<file path="src/rtl/reg_req_encoder.sv">
// Registered 8-to-3 round-robin request encoder with valid/ready output and one-cycle grant.
// Define REQ_ENC_FIXED_PRIO_EN for fixed lowest-index-wins priority (no rotating pointer).
module reg_req_encoder #(
    parameter int N  = 8,
    parameter int AW = 3
) (
    input  logic          clk,
    input  logic          rst,
    input  logic          en,
    input  logic [N-1:0]  req,
    output logic [N-1:0]  gnt,
    output logic          out_valid,
    input  logic          out_ready,
    output logic [AW-1:0] out_idx,
    output logic          out_multi
);

    localparam logic [0:0] IDLE = 1'b0;
    localparam logic [0:0] HOLD = 1'b1;

    logic [0:0]    r_state;
    logic [N-1:0]  r_gnt;
    logic [AW-1:0] r_idx;
    logic          r_multi;

    logic [N-1:0]  w_qreq;
    logic          w_cap;
    logic [AW-1:0] w_ptr;
    logic [AW-1:0] w_cand;
    logic [AW-1:0] w_sel;
    logic          w_multi;

    // The requester granted this cycle is masked so a late-dropping req is not re-captured.
    assign w_qreq  = req & ~r_gnt;
    assign w_cap   = en && (|w_qreq) && ((r_state == IDLE) || out_ready);
    assign w_multi = |(w_qreq & (w_qreq - N'(1)));

`ifdef REQ_ENC_FIXED_PRIO_EN
    assign w_ptr = '0;
`else
    logic [AW-1:0] r_ptr;

    assign w_ptr = r_ptr;

    always_ff @(posedge clk or posedge rst) begin
        if (rst) begin
            r_ptr <= '0;
        end else if (w_cap) begin
            r_ptr <= w_sel + AW'(1);
        end
    end
`endif

    // Scan from the farthest offset down so the offset closest to the pointer wins; N is a power of two so AW-bit addition wraps.
    always_comb begin
        w_sel  = '0;
        w_cand = '0;
        for (int i = N - 1; i >= 0; i--) begin
            w_cand = w_ptr + AW'(i);
            if (w_qreq[w_cand]) begin
                w_sel = w_cand;
            end
        end
    end

    always_ff @(posedge clk or posedge rst) begin
        if (rst) begin
            r_state <= IDLE;
            r_gnt   <= '0;
            r_idx   <= '0;
            r_multi <= 1'b0;
        end else begin
            if (w_cap) begin
                r_state <= HOLD;
                r_gnt   <= N'(1) << w_sel;
                r_idx   <= w_sel;
                r_multi <= w_multi;
            end else begin
                r_gnt <= '0;
                if ((r_state == HOLD) && out_ready) begin
                    r_state <= IDLE;
                end
            end
        end
    end

    assign gnt       = r_gnt;
    assign out_valid = (r_state == HOLD);
    assign out_idx   = r_idx;
    assign out_multi = r_multi;

endmodule
</file>
<file path="config.mk">
export PLATFORM = sky130hd
export DESIGN_NAME = reg_req_encoder
export DESIGN_NICKNAME = d
export VERILOG_FILES = /design/src/rtl/reg_req_encoder.sv
export SDC_FILE = /design/constraint.sdc
export NUM_CORES = 1
export LEC_CHECK = 0
export ABC_AREA = 1
export CAP_MARGIN = 40
export CORE_UTILIZATION = 45
export DETAILED_ROUTE_END_ITERATION = 16
export GPL_TIMING_DRIVEN = 0
export PLACE_DENSITY = 0.7
export SLEW_MARGIN = 10
export SYNTH_ARGS = -nofsm -noshare
export SYNTH_HDL_FRONTEND = slang
export SYNTH_SLANG_ARGS = --single-unit
</file>
<file path="constraint.sdc">
create_clock -name clk -period 3.39 [get_ports clk]
set_input_delay 0.5085 -clock clk [delete_from_list [all_inputs] [get_ports clk]]
set_output_delay 0.5085 -clock clk [all_outputs]
set_load 0.01 [all_outputs]
</file>
-- After elaboration in Yosys (flattened, before gate mapping)
Cells that the tools add are included.
Widths: inputs -> output; s select.
- add/subtract/negate cells: 9
- $lt $le $gt $ge: 8
- multiplexer cells: 27
- reductions and logical operators: 7
- shift operators: 1
- bitwise gates (word level): 4
- operators by type and width (cell ; count):
    $lt 3x4->1 const B ; 8
    $bmux 1 s3 ; 8
    $mux 3 ; 8
    $and 8x8->8 ; 2
    $reduce_or 8->1 ; 2
    $add 3x3->3 const B ; 4
    $mux 1 ; 10
    $mux 8 ; 1
    $not 8->8 ; 1
    $shl 1x3->8 const A ; 1
    $sub 8x1->8 const B ; 1
    $add 3x1->3 const B ; 2
    $add 3x2->3 const B ; 2
    $logic_and 1x1->1 ; 3
    $reduce_bool 2->1 ; 1
    $logic_or 1x1->1 ; 1
    $not 1->1 ; 1
- word-level logic and storage cells: 61
- input port bits: 12
- register bits: 16
- output and inout bits: 13

-- Depth between registers and ports, before layout
Gate-level depths: netlist of run 1.
- word-level depth: 14
- gate-level depth with buffers: 21
- gate-level depth less buffers: 20

-- Least setup slack after synthesis of run 1
Ideal clock, no wire load.
- path kind: register -> register
- from: reg r_ptr[1]
- to: reg r_ptr[2]
- path slack: 0.951 ns
- library setup time: 0.135 ns
- stages on the path, launching flop included: 21
- arrival time: 2.305 ns
- clock period less this slack: 2.439 ns
- cell sequence: dfrtp_1 buf_4 inv_2 ha_1 inv_1 nand3_1 nand3_1 nand2_2 a21oi_1 nand2_1 nand2_1 nand2_1 nand2_1 nand2_1 nand2_2 nand2_4 nand2_1 inv_1 ha_1 nand2_1 o21ai_0
- longest elaborated chain between the ends: 12
- elaborated cells on any way between the ends: 32
- classes of those cells: 8 x add/sub; 24 x mux
- RTL lines (item ; line ; text):
    start, declared ; 41 ; logic [AW-1:0] r_ptr;
    start signal, assigned ; 49 ; r_ptr <= w_sel + AW'(1);
    $add 3x3->3 ; 59 ; w_cand = w_ptr + AW'(i);
    $bmux 1 s3 ; 60 ; if (w_qreq[w_cand]) begin
    $mux 1 (implied by the code) ; 60 ;
    $mux 3 (7 in a row) ; 60 ;
    $mux 3 (*) ; 60 ;
    $add 3x1->3 (*) ; 49 ;
Mark *: on every way between the ends. The rest lies on a longest branch, timed or not. The select of a mux whose other input is x is not followed.
A chain may end at the register's enable or synchronous reset.

-- Final worst setup path of run 1
Same ends and word-level chain as after synthesis.

==> reports/results.ini, run 1 <==
[outcome]
run_status=completed

[timing]
timing.fmax_mhz=356
transition_time_at_the_pin_with_the_least_slew_margin_ns=0.580
worst_clock_skew_ns=0.00758
finalCritPeriodShare_pct=82.8
setup-tns-final_ns=0
grt_setup_unrepaired=no
finalCriticalPeriod_ns=2.81
final_hold_viol_count=0
maxSlewViolCount=0
setup_viol_count_final=0
maxSlewHeadroom_pct=61.3

[route]
route.vias.total=1400
routed_via_density=4.91
first_pass_iters=4
antenna_violating_nets_post_route=0
drt-wirelength-per-cell_microns=11.5
totalWireLength_mm=3.28
drt_drc_violations_left=0
first_iter_violations=71

[hold_path]
timing.hold.worst.class=flop to flop

[clock_network]
setup_repair_bufs_after_cts=0
cts_num_sinks=16
hold_buffers=0
resize_count_post_cts=0
root_buffer=sky130_fd_sc_hd__clkbuf_4
clock_insertion_delay_at_the_later_pin_of_the_skew_report_ns=0.29
clock_tree.htree_level_count=1
clock_tree.buffer_depth=2
clock_buffer_count_from_cts=3
clock_tree_from_tritoncts=yes
clkSlewWorstSetupHoldPaths_ns=0.09

[layout]
most_frequent_standard_cell_in_the_layout_excluding_fill_and_tap_cells=sky130_fd_sc_hd__nand2_1
multi_input_gate_area_sq_um=850
area_growth_syn_to_layout_pct=23.3
final_cells=285
antenna_cells_inserted=0
sequential_cell_area_sq_um=400
final_layout_size_suffix_gt1_share_pct=15.2
finalNetCount=259
layout_common_cells=sky130_fd_sc_hd__nand2_1, sky130_fd_sc_hd__nand3_1, sky130_fd_sc_hd__inv_1, sky130_fd_sc_hd__clkdlybuf4s50_1, sky130_fd_sc_hd__dfrtp_1
nFillCells=287

[logic_synthesis]
synth_xor_xnor_area_share_pct=3.45
syn-instance-count=215
post_synthesis_register_bit_count=16
synth.cell_area_sq_um=1420
synth_top_family_by_area=simple AND/OR/NAND/NOR gates
synth_nets=230
synth_compound_gate_area_share_pct=5.48
post_synth_fa_ha_maj_area_fraction_pct=2.65
synth_area_per_inst_sq_um=6.58
synth-edff-count=0
yosysWarningCount=0
async_flop_share_pct=100
yosysUniqueCellTypes=21
synth.mux.area_fraction_pct=0
synth-simple-area-share_pct=48.5
synth_sequential_area_ratio_pct=28.3
dominantRegCellSynth=sky130_fd_sc_hd__dfrtp_1

[placed_design]
dp.final_hpwl_mm=2.69
port_buffers=24
numPlacedInstances=281
gp_congestion=0.908

[floorplanning]
die_height_microns=58.1
die-width_microns=58.1
core-area_sq_um=2880
boundaryPins=25
fp-row-count=19
initial_core_util_pct=49.2
floorplan.die_area_sq_um=3370

[worst_setup_path]
worst-endpoint-required_ns=3.56
critical_path.endpoint_type=flop
critPathKind=flop to flop
endpoint_arrival_time_on_the_critical_path_ns=2.97
worstPathMaxFanout=9
start_kind=flop

[global_route]
antenna_found_initial=0
grt_max_degree=17
track_usage_pct=21.6
globalRoute.totalOverflow=0
grt_first_pass_wirelength_mm=5.58
first_global_vias=1276

[run]
maxCapViolCount=0

==> worst max-delay path, cell delays in order (launching register included) <==
cell	delay (ns)
sky130_fd_sc_hd__dfrtp_1	0.39
sky130_fd_sc_hd__buf_4	0.18
sky130_fd_sc_hd__inv_2	0.13
sky130_fd_sc_hd__ha_1	0.32
sky130_fd_sc_hd__inv_1	0.21
sky130_fd_sc_hd__nand3_1	0.15
sky130_fd_sc_hd__nand3_1	0.13
sky130_fd_sc_hd__nand2_2	0.09
sky130_fd_sc_hd__a21oi_1	0.12
sky130_fd_sc_hd__nand2_1	0.07
sky130_fd_sc_hd__nand2_1	0.05
sky130_fd_sc_hd__nand2_1	0.04
sky130_fd_sc_hd__nand2_1	0.05
sky130_fd_sc_hd__nand2_1	0.06
sky130_fd_sc_hd__nand2_2	0.10
sky130_fd_sc_hd__nand2_4	0.07
sky130_fd_sc_hd__nand2_1	0.08
sky130_fd_sc_hd__inv_1	0.05
sky130_fd_sc_hd__ha_1	0.26
sky130_fd_sc_hd__nand2_1	0.06
sky130_fd_sc_hd__o21ai_0	0.07
==> synth_stat cells (2+ instances only) <==
| cell type | instances | area share, % |
|---|---|---|
| sky130_fd_sc_hd__xor2_2 | 2 | 2.3 |
| sky130_fd_sc_hd__o21ai_0 | 4 | 1.4 |
| sky130_fd_sc_hd__nor3_1 | 4 | 1.4 |
| sky130_fd_sc_hd__nand2_1 | 60 | 16 |
| sky130_fd_sc_hd__inv_2 | 6 | 1.6 |
| sky130_fd_sc_hd__dfrtp_1 | 16 | 28 |
| sky130_fd_sc_hd__ha_1 | 3 | 2.7 |
| sky130_fd_sc_hd__nand2_4 | 2 | 1.6 |
| sky130_fd_sc_hd__nand3_2 | 9 | 6.4 |
| sky130_fd_sc_hd__a21oi_1 | 7 | 2.5 |
| sky130_fd_sc_hd__nand3_1 | 43 | 15 |
| sky130_fd_sc_hd__nor2_1 | 12 | 3.2 |
| sky130_fd_sc_hd__nand2_2 | 8 | 3.5 |
| sky130_fd_sc_hd__inv_1 | 31 | 8.2 |
| sky130_fd_sc_hd__buf_4 | 2 | 1.1 |
==> state kept, by name, indices dropped and copies added, names as in the netlist <==
| signal | cells |
|---|---|
| gnt | 8 |
| r_ptr | 3 |
| out_multi | 1 |
| out_valid | 1 |
| out_idx | 3 |
==> cell families after synthesis <==
kind of cell / Yosys count
flip-flops: 16
adder cells (fa/ha/maj): 3
AO/OA/AOI/OAI: 14
buffers and inverters: 40
AND/OR/NAND/NOR: 139
XOR/XNOR: 3
==> metal layers <==
metal | up-vias | global-route usage, % | wire (microns)
li1 | 745 | - | -
met1 | 617 | 28.8 | 1510
met2 | 32 | 37.3 | 1560
met3 | 6 | 1.12 | 168
met4 | 0 | 7.82 | 50
met5 | - | 0 | 0
==> metrics by stage <==
stage	hold WS, ns	utilization (%)	area (sq um)	worst slack [ns]
after floorplan	0.422	-	1420	0.951
after global placement	0.469	59.4	1710	0.546
after detailed placement	0.465	59.4	1710	0.572
after CTS	0.497	60.6	1740	0.609
after global routing	0.541	60.6	1740	0.356
final	0.496	60.6	1740	0.584
==> final timing paths <==
| kind | startpoint | end | depth (start not counted) | slack [ns] |
|---|---|---|---|---|
| max in group asynchronous | rst | out_valid$_DFFE_PP0P_ | 2 | 2.44 |
| min in group asynchronous | rst | gnt[2]$_DFF_PP0_ | 2 | 0.56 |
| max | r_ptr[1]$_DFFE_PP0P_ | r_ptr[2]$_DFFE_PP0P_ | 20 | 0.58 |
| min | out_multi$_DFFE_PP0P_ | out_multi$_DFFE_PP0P_ | 2 | 0.50 |
| min reg2reg | out_multi$_DFFE_PP0P_ | out_multi$_DFFE_PP0P_ | 2 | 0.50 |
| max reg2reg | r_ptr[1]$_DFFE_PP0P_ | r_ptr[2]$_DFFE_PP0P_ | 20 | 0.58 |
==> cell type report <==
class	instances	area share [%]
multi-input combinational	159	48.7
sequential	16	23.0
timing repair buffer	24	13.8
inverter	37	7.96
tap	42	3.01
clock buffer	4	2.08
buffer	3	1.51
Power of run 1 is left out: the tool's default activity adds up to more than one toggle a clock period on the data nets, which glitch-free logic cannot reach.
==> run 2: changes to the inputs <==
==> constraint.sdc (replaced) <==
create_clock -name clk -period 2.85 [get_ports clk]
set_input_delay 0.4275 -clock clk [delete_from_list [all_inputs] [get_ports clk]]
set_output_delay 0.4275 -clock clk [all_outputs]
set_load 0.01 [all_outputs]
==> run 2 against run 1 <==
Die area did not move. Clock-buffer cell count did not move. Register-to-register slack got worse by 0.32 ns. Clock skew stayed put. Critical path depth did not move. First-iteration DRC count up 2.8%. Maximum frequency up 8.5%. Worst hold slack worse by 0.012 ns. Global-route usage stayed put. Final area is 0.86% higher. Sequential share of layout area down 0.20 points. Critical path type unchanged.
==> reports/results.ini, run 2 (synthesis gave the netlist of run 1 again) <==
[timing]
finalCriticalPeriod_ns=2.59
grt_setup_unrepaired=no
maxSlewViolCount=0
transition_time_at_the_pin_with_the_least_slew_margin_ns=0.580
setup-tns-final_ns=0
finalCritPeriodShare_pct=90.7
setup_viol_count_final=0
final_hold_viol_count=0
worst_clock_skew_ns=0.00758
maxSlewHeadroom_pct=61.3
timing.fmax_mhz=387

[worst_setup_path]
endpoint_arrival_time_on_the_critical_path_ns=2.75
setup.reg_to_reg.worst_slack_ns=0.26
worstPathMaxFanout=9
start_kind=flop
worst-endpoint-required_ns=3.02
critPathKind=flop to flop
critical_path.endpoint_type=flop

[floorplanning]
initial_core_util_pct=49.2
die-width_microns=58.1
die_height_microns=58.1
floorplan.die_area_sq_um=3370
fp-row-count=19
core-area_sq_um=2880
boundaryPins=25

[route]
first_iter_violations=73
totalWireLength_mm=3.29
drt-wirelength-per-cell_microns=11.5
antenna_violating_nets_post_route=0
first_pass_iters=4
routed_via_density=4.88
drt_drc_violations_left=0
route.vias.total=1392

[clock_network]
clock_insertion_delay_at_the_later_pin_of_the_skew_report_ns=0.29
resize_count_post_cts=0
clock_tree.htree_level_count=1
hold_buffers=0
clkSlewWorstSetupHoldPaths_ns=0.09
clock_tree.buffer_depth=2
setup_repair_bufs_after_cts=0
clock_tree_from_tritoncts=yes
cts_num_sinks=16
clock_buffer_count_from_cts=3
root_buffer=sky130_fd_sc_hd__clkbuf_4

[layout]
area_growth_syn_to_layout_pct=24.3
final_layout_size_suffix_gt1_share_pct=16.0
finalNetCount=259
most_frequent_standard_cell_in_the_layout_excluding_fill_and_tap_cells=sky130_fd_sc_hd__nand2_1
max_ffs_per_register=8
nFillCells=284
layout_common_cells=sky130_fd_sc_hd__nand2_1, sky130_fd_sc_hd__nand3_1, sky130_fd_sc_hd__inv_1, sky130_fd_sc_hd__clkdlybuf4s50_1, sky130_fd_sc_hd__dfrtp_1
antenna_cells_inserted=0

[run]
maxCapViolCount=0

[hold_path]
timing.hold.worst.class=input port to asynchronous set/reset pin

[global_route]
grt_first_pass_wirelength_mm=5.58
grt_max_degree=17
first_global_vias=1276
globalRoute.totalOverflow=0
antenna_found_initial=0
track_usage_pct=21.6

[placed_design]
dp.final_hpwl_mm=2.69
port_buffers=24
gp_congestion=0.908

[outcome]
run_status=completed

## run 2: changes by cell type in the layout (fill, tap and decap cells not counted)
cell                    change
sky130_fd_sc_hd__ha_1       -1
sky130_fd_sc_hd__inv_4      +1
sky130_fd_sc_hd__ha_4       +1
sky130_fd_sc_hd__inv_1      -1
## run 2: cell type report
cell class              count  area, sq um  area share, %
flip-flops and latches     16          400           22.8
multi-input cells         159          862           49.0
well taps                  42         52.6           2.99
clock buffers               4         36.3           2.06
inverters                  37          141           8.04
plain buffers               3         26.3           1.49
repair buffers             24          240           13.7
## run 2: path summary, 6_finish.rpt
| kind | from | endpoint | cells after the start |
|---|---|---|---|
| min in group clk | out_multi$_DFFE_PP0P_ | out_multi$_DFFE_PP0P_ | 2 |
| hold / removal | rst | gnt[2]$_DFF_PP0_ | 2 |
| setup reg to reg | r_ptr[1]$_DFFE_PP0P_ | r_ptr[2]$_DFFE_PP0P_ | 20 |
| max in group asynchronous | rst | out_valid$_DFFE_PP0P_ | 2 |
| hold reg to reg | out_multi$_DFFE_PP0P_ | out_multi$_DFFE_PP0P_ | 2 |
| setup / recovery | r_ptr[1]$_DFFE_PP0P_ | r_ptr[2]$_DFFE_PP0P_ | 20 |
## run 2: routing by layer
metal  GRT usage, %  share of wire [%]
met5              0                  0
met3           1.12                5.4
met1           28.8                 46
met4           7.82                1.5
met2           37.3                 47
## run 2: stage by stage
step / area, sq um / std cells / worst slack [ns] / hold WS [ns] / utilization [%]
after floorplan: 1420 / 215 / 0.411 / 0.341 / -
after global placement: 1710 / 281 / 0.0595 / 0.469 / 59.4
after detailed placement: 1710 / 281 / 0.0846 / 0.465 / 59.4
after CTS: 1740 / 285 / 0.0687 / 0.497 / 60.6
after global routing: 1760 / 285 / 0.0679 / 0.541 / 61.2
final: 1760 / 285 / 0.265 / 0.484 / 61.2
## run 2: worst max-delay path, stage by stage (launching register included)
cell and delay, ns:
sky130_fd_sc_hd__dfrtp_1 0.39, sky130_fd_sc_hd__buf_4 0.18, sky130_fd_sc_hd__inv_2 0.15, sky130_fd_sc_hd__ha_4 0.25
sky130_fd_sc_hd__inv_4 0.09, sky130_fd_sc_hd__nand3_1 0.11, sky130_fd_sc_hd__nand3_1 0.12, sky130_fd_sc_hd__nand2_2 0.09
sky130_fd_sc_hd__a21oi_1 0.11, sky130_fd_sc_hd__nand2_1 0.07, sky130_fd_sc_hd__nand2_1 0.05, sky130_fd_sc_hd__nand2_1 0.04
sky130_fd_sc_hd__nand2_1 0.05, sky130_fd_sc_hd__nand2_1 0.06, sky130_fd_sc_hd__nand2_2 0.10, sky130_fd_sc_hd__nand2_4 0.07
sky130_fd_sc_hd__nand2_1 0.08, sky130_fd_sc_hd__inv_1 0.05, sky130_fd_sc_hd__ha_1 0.26, sky130_fd_sc_hd__nand2_1 0.06
sky130_fd_sc_hd__o21ai_0 0.07
Power of run 2 is left out for the same reason.
